$ cat src/rtl/image_row_sequencer_pkg.sv
// Shared definitions for the image streaming path: geometry defaults,
// ROM address field layout and the row sequencer state encoding.
package image_row_sequencer_pkg;

  localparam int IRS_BW      = 32;
  localparam int IRS_IM_SIZE = 32;
  localparam int IRS_SS_W    = 4;

  localparam int COL_W   = 5;
  localparam int ROW_W   = 5;
  localparam int COL_OFS = 0;
  localparam int ROW_OFS = COL_OFS + COL_W;
  localparam int SS_OFS  = ROW_OFS + ROW_W;
  localparam int ADDR_W  = IRS_SS_W + SS_OFS;

  typedef enum logic [1:0] {
    ST_IDLE    = 2'd0,
    ST_FETCH   = 2'd1,
    ST_DRAIN   = 2'd2,
    ST_PRESENT = 2'd3
  } state_e;

endpackage

$ cat src/rtl/row_assembler.sv
// Row buffer: BW*N register array with a single indexed word write port
// and a synchronous clear.
module row_assembler
  import image_row_sequencer_pkg::*;
#(
  parameter int BW    = IRS_BW,
  parameter int N     = IRS_IM_SIZE,
  parameter int IDX_W = COL_W
) (
  input  logic              clk,
  input  logic              rst,
  input  logic              i_clr,
  input  logic              i_we,
  input  logic [IDX_W-1:0]  i_idx,
  input  logic [BW-1:0]     i_data,
  output logic [BW*N-1:0]   o_row
);

  logic [BW*N-1:0] r_row;

  always_ff @(posedge clk or posedge rst) begin
    if (rst) begin
      r_row <= '0;
    end else if (i_clr) begin
      r_row <= '0;
    end else if (i_we) begin
      for (int unsigned c = 0; c < N; c++) begin
        if (i_idx == IDX_W'(c)) r_row[c*BW +: BW] <= i_data;
      end
    end
  end

  assign o_row = r_row;

endmodule

$ cat src/rtl/image_row_sequencer.sv
// Streams one image from ROM row by row: fetch IM_SIZE words into the row
// buffer, present the row, wait for the downstream handshake, repeat.
module image_row_sequencer
  import image_row_sequencer_pkg::*;
#(
  parameter int BW      = IRS_BW,
  parameter int IM_SIZE = IRS_IM_SIZE,
  parameter int SS_W    = IRS_SS_W
) (
  input  logic                    clk,
  input  logic                    rst,
  input  logic                    start,
  input  logic                    next_sample,
  input  logic [BW-1:0]           rom_data,
  input  logic                    row_ready,
  output logic                    rom_en,
  output logic [SS_W+SS_OFS-1:0]  rom_addr,
  output logic [BW*IM_SIZE-1:0]   row_data,
  output logic                    row_valid,
  output logic [ROW_W-1:0]        row_idx,
  output logic                    frame_done,
  output logic                    busy,
  output logic [SS_W-1:0]         ss
);

  localparam logic [COL_W-1:0] LAST_COL = COL_W'(IM_SIZE - 1);
  localparam logic [ROW_W-1:0] LAST_ROW = ROW_W'(IM_SIZE - 1);

  state_e           r_state;
  logic [ROW_W-1:0] r_row;
  logic [COL_W-1:0] r_col;
  logic [SS_W-1:0]  r_ss;
  logic             r_cap_vld;
  logic [COL_W-1:0] r_cap_col;
  logic             r_frame_done;

  logic w_fetch;
  logic w_start;
  logic w_xfer;

  assign w_fetch = (r_state == ST_FETCH);
  assign w_start = (r_state == ST_IDLE) && start;
  assign w_xfer  = (r_state == ST_PRESENT) && row_ready;

  always_ff @(posedge clk or posedge rst) begin
    if (rst) begin
      r_state      <= ST_IDLE;
      r_row        <= '0;
      r_col        <= '0;
      r_ss         <= '0;
      r_cap_vld    <= 1'b0;
      r_cap_col    <= '0;
      r_frame_done <= 1'b0;
    end else begin
      r_frame_done <= 1'b0;
      // Remember which column each read was issued for; its data lands next cycle.
      r_cap_vld    <= w_fetch;
      r_cap_col    <= r_col;
      case (r_state)
        ST_IDLE: begin
          if (next_sample) r_ss <= r_ss + SS_W'(1);
          if (start) begin
            r_state <= ST_FETCH;
            r_row   <= '0;
            r_col   <= '0;
          end
        end
        ST_FETCH: begin
          if (r_col == LAST_COL) r_state <= ST_DRAIN;
          else                   r_col   <= r_col + COL_W'(1);
        end
        ST_DRAIN: r_state <= ST_PRESENT;
        ST_PRESENT: begin
          if (row_ready) begin
            r_col <= '0;
            if (r_row == LAST_ROW) begin
              r_state      <= ST_IDLE;
              r_row        <= '0;
              r_frame_done <= 1'b1;
            end else begin
              r_state <= ST_FETCH;
              r_row   <= r_row + ROW_W'(1);
            end
          end
        end
        default: r_state <= ST_IDLE;
      endcase
    end
  end

  row_assembler #(
    .BW    (BW),
    .N     (IM_SIZE),
    .IDX_W (COL_W)
  ) u_row_assembler (
    .clk    (clk),
    .rst    (rst),
    .i_clr  (w_start),
    .i_we   (r_cap_vld),
    .i_idx  (r_cap_col),
    .i_data (rom_data),
    .o_row  (row_data)
  );

  assign rom_en     = w_fetch;
  assign rom_addr   = w_fetch ? {r_ss, r_row, r_col} : '0;
  assign row_valid  = (r_state == ST_PRESENT);
  assign row_idx    = r_row;
  assign frame_done = r_frame_done;
  assign busy       = (r_state != ST_IDLE);
  assign ss         = r_ss;

  logic w_unused;
  assign w_unused = w_xfer;

endmodule

$ cat config.mk
export PLATFORM = sky130hd
export DESIGN_NAME = image_row_sequencer
export DESIGN_NICKNAME = d
export VERILOG_FILES = /design/src/rtl/image_row_sequencer_pkg.sv /design/src/rtl/row_assembler.sv /design/src/rtl/image_row_sequencer.sv
export SDC_FILE = /design/constraint.sdc
export NUM_CORES = 2
export LEC_CHECK = 0
export BUFFER_PORTS_ARGS = -buffer_cell sky130_fd_sc_hd__buf_2
export CAP_MARGIN = 25
export CELL_PAD_IN_SITES_DETAIL_PLACEMENT = 0
export CELL_PAD_IN_SITES_GLOBAL_PLACEMENT = 1
export CORE_AREA = 2 2 421 423
export CTS_CLUSTER_DIAMETER = 200
export CTS_CLUSTER_SIZE = 16
export DETAILED_ROUTE_END_ITERATION = 6
export DIE_AREA = 0 0 423 425
export GPL_ROUTABILITY_DRIVEN = 0
export GPL_TIMING_DRIVEN = 0
export PLACE_DENSITY = 0.59
export SETUP_SLACK_MARGIN = 0.4
export SYNTH_ARGS = -nofsm -noshare
export SYNTH_HDL_FRONTEND = slang
export SYNTH_SLANG_ARGS = --single-unit
$ cat constraint.sdc
create_clock -name clk -period 59 [get_ports clk]
set_clock_uncertainty 0.05 [all_clocks]
set_input_delay 2.95 -clock clk [delete_from_list [all_inputs] [get_ports clk]]
set_output_delay 2.95 -clock clk [all_outputs]
set_load 0.02 [all_outputs]
==> impl.org <==
** Outcome
- The run finished with clean final reports.

** Routing
- In the detailed route, the total length drawn on met2 is 133000 µm.
- Vias per Instance :: 5.51
- Highest layer used for signal routing :: met5
- Dividing the detail-routed wire length by the instance count gives 33.3 µm.
- DR vias :: 46700
- Starting DRC count in detailed routing :: 4802
- The pre-antenna-repair detailed-routing pass consisted of 6 iterations.
- For this run, design rule violations remaining after detail routing come to 0.
- Once detail routing completed, the nets flagged for antenna violations numbered 0.
- The routed design has 283000 µm of wire.
- In the final routing, the length of wire on met1 measures 113000 µm.
- The routed design uses 20200 µm of met3 wire.

** Yosys
- Adder-cell share of the synthesized area :: 0.272%
- For this run, the register share of the synthesized area comes to 56.9%.
- Number of enable-type register cells in the synthesized netlist :: 0
- After synthesis, the cell types taking the most area are dfrtp_1 (57%), nand3_1 (11%), a21oi_1 (11%).
- In this run the cell area of the synthesized design comes to 0.0460 mm².
- XOR/XNOR share of the synthesized area :: 0.0571%
- Async SR Flop Fraction :: 100%
- Summing the areas of all and, or, nand and nor instances in the mapped netlist gives 12.3% of the synthesized area.
- Yosys printed 0 warnings.
- dfrtp_1 is the most common cell in the netlist.
- Cells after synthesis :: 4914
- Portion of synthesized cell area occupied by the leading cell type :: 56.9%
- Counting instances in the post-synthesis netlist gives the leading cell types as dfrtp_1 (1047), nand3_1 (1031), a21oi_1 (1024), o21ai_0 (893), clkbuf_1 (368).
- Number of nets in the synthesized netlist :: 4961
- By area, the combinational part of the netlist is dominated by compound AO/OA/AOI/OAI gates.
- Synth Register Bits :: 1047
- In the synthesized netlist the dominant register cell turns out to be dfrtp_1.
- The synthesized netlist contains 49 unique library cells.
- Measured against the total synthesized area, the mux share comes to 0.0707%.
- A synthesized cell averages 9.37 µm².
- Post-synth top area cell :: dfrtp_1
- Summing the areas of all compound-gate instances in the mapped netlist gives 22.6% of the synthesized area.

** Power
- Of the total power, combinational logic draws 41.6%.
- Sequential share of power :: 38.7%
- Of the total power, the share spent switching nets is 46.3%.
- Leak :: 27.1 nW
- IR analysis of the VDD net gives a maximum drop of 0.0191 mV.
- Internal power :: 1.40 mW
- Power density over cell area :: 45.3 mW/mm²
- Power spent charging and discharging nets :: 1.21 mW
- Clk pwr share :: 19.8%

** Final layout
- Fraction of final layout cells with drive strength greater than 1 :: 25.1%
- The multi-input combinational cells in the finished layout cover a total of 0.0163 mm².
- After the last flow step, the layout net total stands at 6178.
- Measured on the finished design, the core utilization comes to 32.8%.
- Count of non-filler cells in the finished layout :: 8487
- Number of inserted filler cells in the final layout :: 18700
- The area growth from synthesis to layout is 24.8%.
- Summing all flip-flop and latch instances after layout gives 0.0262 mm².
- Once layout is done, the placed cells without fillers occupy 0.0574 mm².

** Setup path
- Counting both buffers and inverters, the worst setup path holds a total of 4.
- For the worst setup path, the data required time is 56000 ps.
- Most prevalent standard cell on the critical path :: clkbuf_1
- The worst setup path is captured at an output pin.
- Maximum fanout encountered on the critical timing path :: 10
- Ordered cell list for the critical path :: inv_1 -> ha_1 -> clkbuf_1 -> clkbuf_1 -> and2_1 -> buf_2
- The worst setup path is launched from a flip-flop.
- Peak per-stage delay on the critical path :: 430 ps
- By startpoint and endpoint, the worst setup path is classified as reg -> out.
- Data on the critical path arrives at its endpoint at 2690 ps.
- In this design, the largest share of critical-path delay is due to buffers and inverters.
- The slowest stage of the critical path is the dfrtp_1 cell.

** Floorplan
- During I/O placement, the number of pins put on the boundary was 1088.
- Measured along the x axis, the die boundary spans 423 µm.
- Number of rows in the core area :: 154
- In this run the vertical extent of the chip is 425 µm.
- Once the floorplan was initialized, standard cells occupied 26.3% of the core.
- Core area :: 0.175 mm²
- The floorplan step defined a die boundary enclosing 0.180 mm².

** Timing
- Setup repair after global routing left no endpoint under its margin.
- Worst slew slack as a fraction of its limit :: 21.6%
- Setup violations remaining at the end of the flow were counted as 0.
- Max Slew Vio Count :: 0
- Max Fclk :: 176 MHz
- For the pin with the worst max-slew slack, the measured transition is 1180 ps.
- Subtracting the final worst setup slack from the clock period gives 5690 ps.
- In the finished design, the share of the clock period the worst path needs comes to 9.64%.
- Adding up every negative setup slack in the final design gives 0 ps.
- Setup slack on the critical path of the routed design comes to 53310 ps.
- Final Hold Violating Endpoints :: 0

** Place
- After legalization and detailed placement, the total HPWL measured 211000 µm.
- Number of input and output port buffers inserted :: 1087
- Count of placed standard cells including taps :: 8393
- Total cell area at the placement stage :: 0.0554 mm²
- OpenSTA, run right after detailed placement, puts the worst setup slack at 52960 ps.

** GRT
- The initial antenna violation count is 26.
- The first global-routing pass estimated 381000 µm of wire.
- Number of global-route vias before repair :: 43900
- GRT Overall Usage :: 30.2%
- Entering global routing, the biggest net connects 123 pins.
- Remaining global-route overflow :: 0

** Clock network
- Clock latency on the worst-skew pair :: 700 ps
- Clock slew seen by the registers of the worst setup and hold paths :: 80 ps
- In this run, post-CTS hold repair placed 0 buffers.
- TritonCTS built the clock tree.
- Post-CTS repair changed the size of 0 cells.
- CTS placed an instance of clkbuf_16 at the clock tree root.
- In this run the deepest clock path goes through 3 buffers.
- Post-CTS repair timing setup buffer count :: 0
- CTS buffer count :: 75
- Number of sinks handled by clock tree synthesis :: 1047
- Number of H-tree levels :: 3

** Worst hold path
- Class of the tightest hold or removal check :: reg -> reg

** Flow run
- Max-cap violations in this run came to 0.
-- stage by stage --
stage / hold WS (ps) / power [mW]
after floorplan: 349 / 1.56
after global routing: 486 / 2.71
after detailed placement: 442 / 2.09
after global placement: 442 / 2.08
after CTS: 459 / 2.61
final: 455 / 2.60
-- path summary, 6_finish.rpt --
path	slack [ps]	cells after the start	to	startpoint
worst min register to register	450	1	ss[3]$_DFFE_PP0P_	ss[3]$_DFFE_PP0P_
min in group asynchronous	2240	2	u_row_assembler.o_row[21]$_DFFE_PP0P_	rst
worst max register to register	55450	9	u_row_assembler.o_row[720]$_DFFE_PP0P_	r_state[0]$_DFFE_PP0P_
max in group asynchronous	53730	6	u_row_assembler.o_row[574]$_DFFE_PP0P_	rst
worst min-delay path	450	1	ss[3]$_DFFE_PP0P_	ss[3]$_DFFE_PP0P_
worst max-delay path	53310	6	rom_addr[6]	r_state[1]$_DFFE_PP0P_
-- layout by cell type (no fill, tap or decap), types with 55 or more instances in the layout --
cell,count
buf_6,57
dfrtp_1,1047
clkbuf_1,350
a21oi_1,1024
nand3_1,1031
clkbuf_16,76
o21ai_1,134
o21ai_0,893
buf_4,55
buf_2,1246
-- layout make-up --
| cell class | instances | share of cell area [%] |
|---|---|---|
| Timing Repair Buffer | 1140 | 11.2 |
| Clock inverter | 6 | 0.135 |
| Tap cell | 2340 | 5.10 |
| Buffer | 671 | 6.20 |
| Antenna cell | 11 | 0.0479 |
| Sequential cell | 1047 | 45.6 |
| Multi-Input combinational cell | 3189 | 28.3 |
| Clock buffer | 76 | 3.31 |
| Inverter | 7 | 0.0588 |
-- state kept, by name, indices dropped and copies added (netlist names) --
register               count
ss                         4
r_col                      5
u_row_assembler.o_row   1024
r_cap_vld                  1
r_cap_col                  5
frame_done                 1
r_state                    2
row_idx                    5
-- cell families (layout without fill, tap and decap cells) --
kind of cell,after synthesis,count (layout)
xor+xnor,3,3
other cells,0,11
flops,1047,1047
compound gates,2068,2068
simple gates,1105,1105
fa+ha+maj,10,10
buf+inv,678,1900
mux,3,3
-- power by group through the flow --
stage	sequential, mW	clock (mW)	combinational [mW]
final	1.01	0.514	1.08
after floorplan	1.19	0	0.373
after CTS	1.00	0.525	1.08
after global placement	1.02	0	1.06
after detailed placement	1.02	0	1.08
after global routing	1.02	0.549	1.14
-- metal layers --
layer / global-route usage, % / vias to the layer above
li1: - / 19900
met1: 37.8 / 24100
met2: 49.3 / 2212
met3: 6.45 / 503
met4: 14.8 / 4
met5: 0 / -
-- worst register-to-register path, stage by stage (launching register included) --
cell      delay, ps
dfrtp_1         420
inv_1           140
ha_1            150
buf_2           230
and2_1          300
buf_2           550
buf_4           470
buf_2           380
clkbuf_1        590
a21oi_1         120
Note: power is estimated with default switching activity, not from simulation.
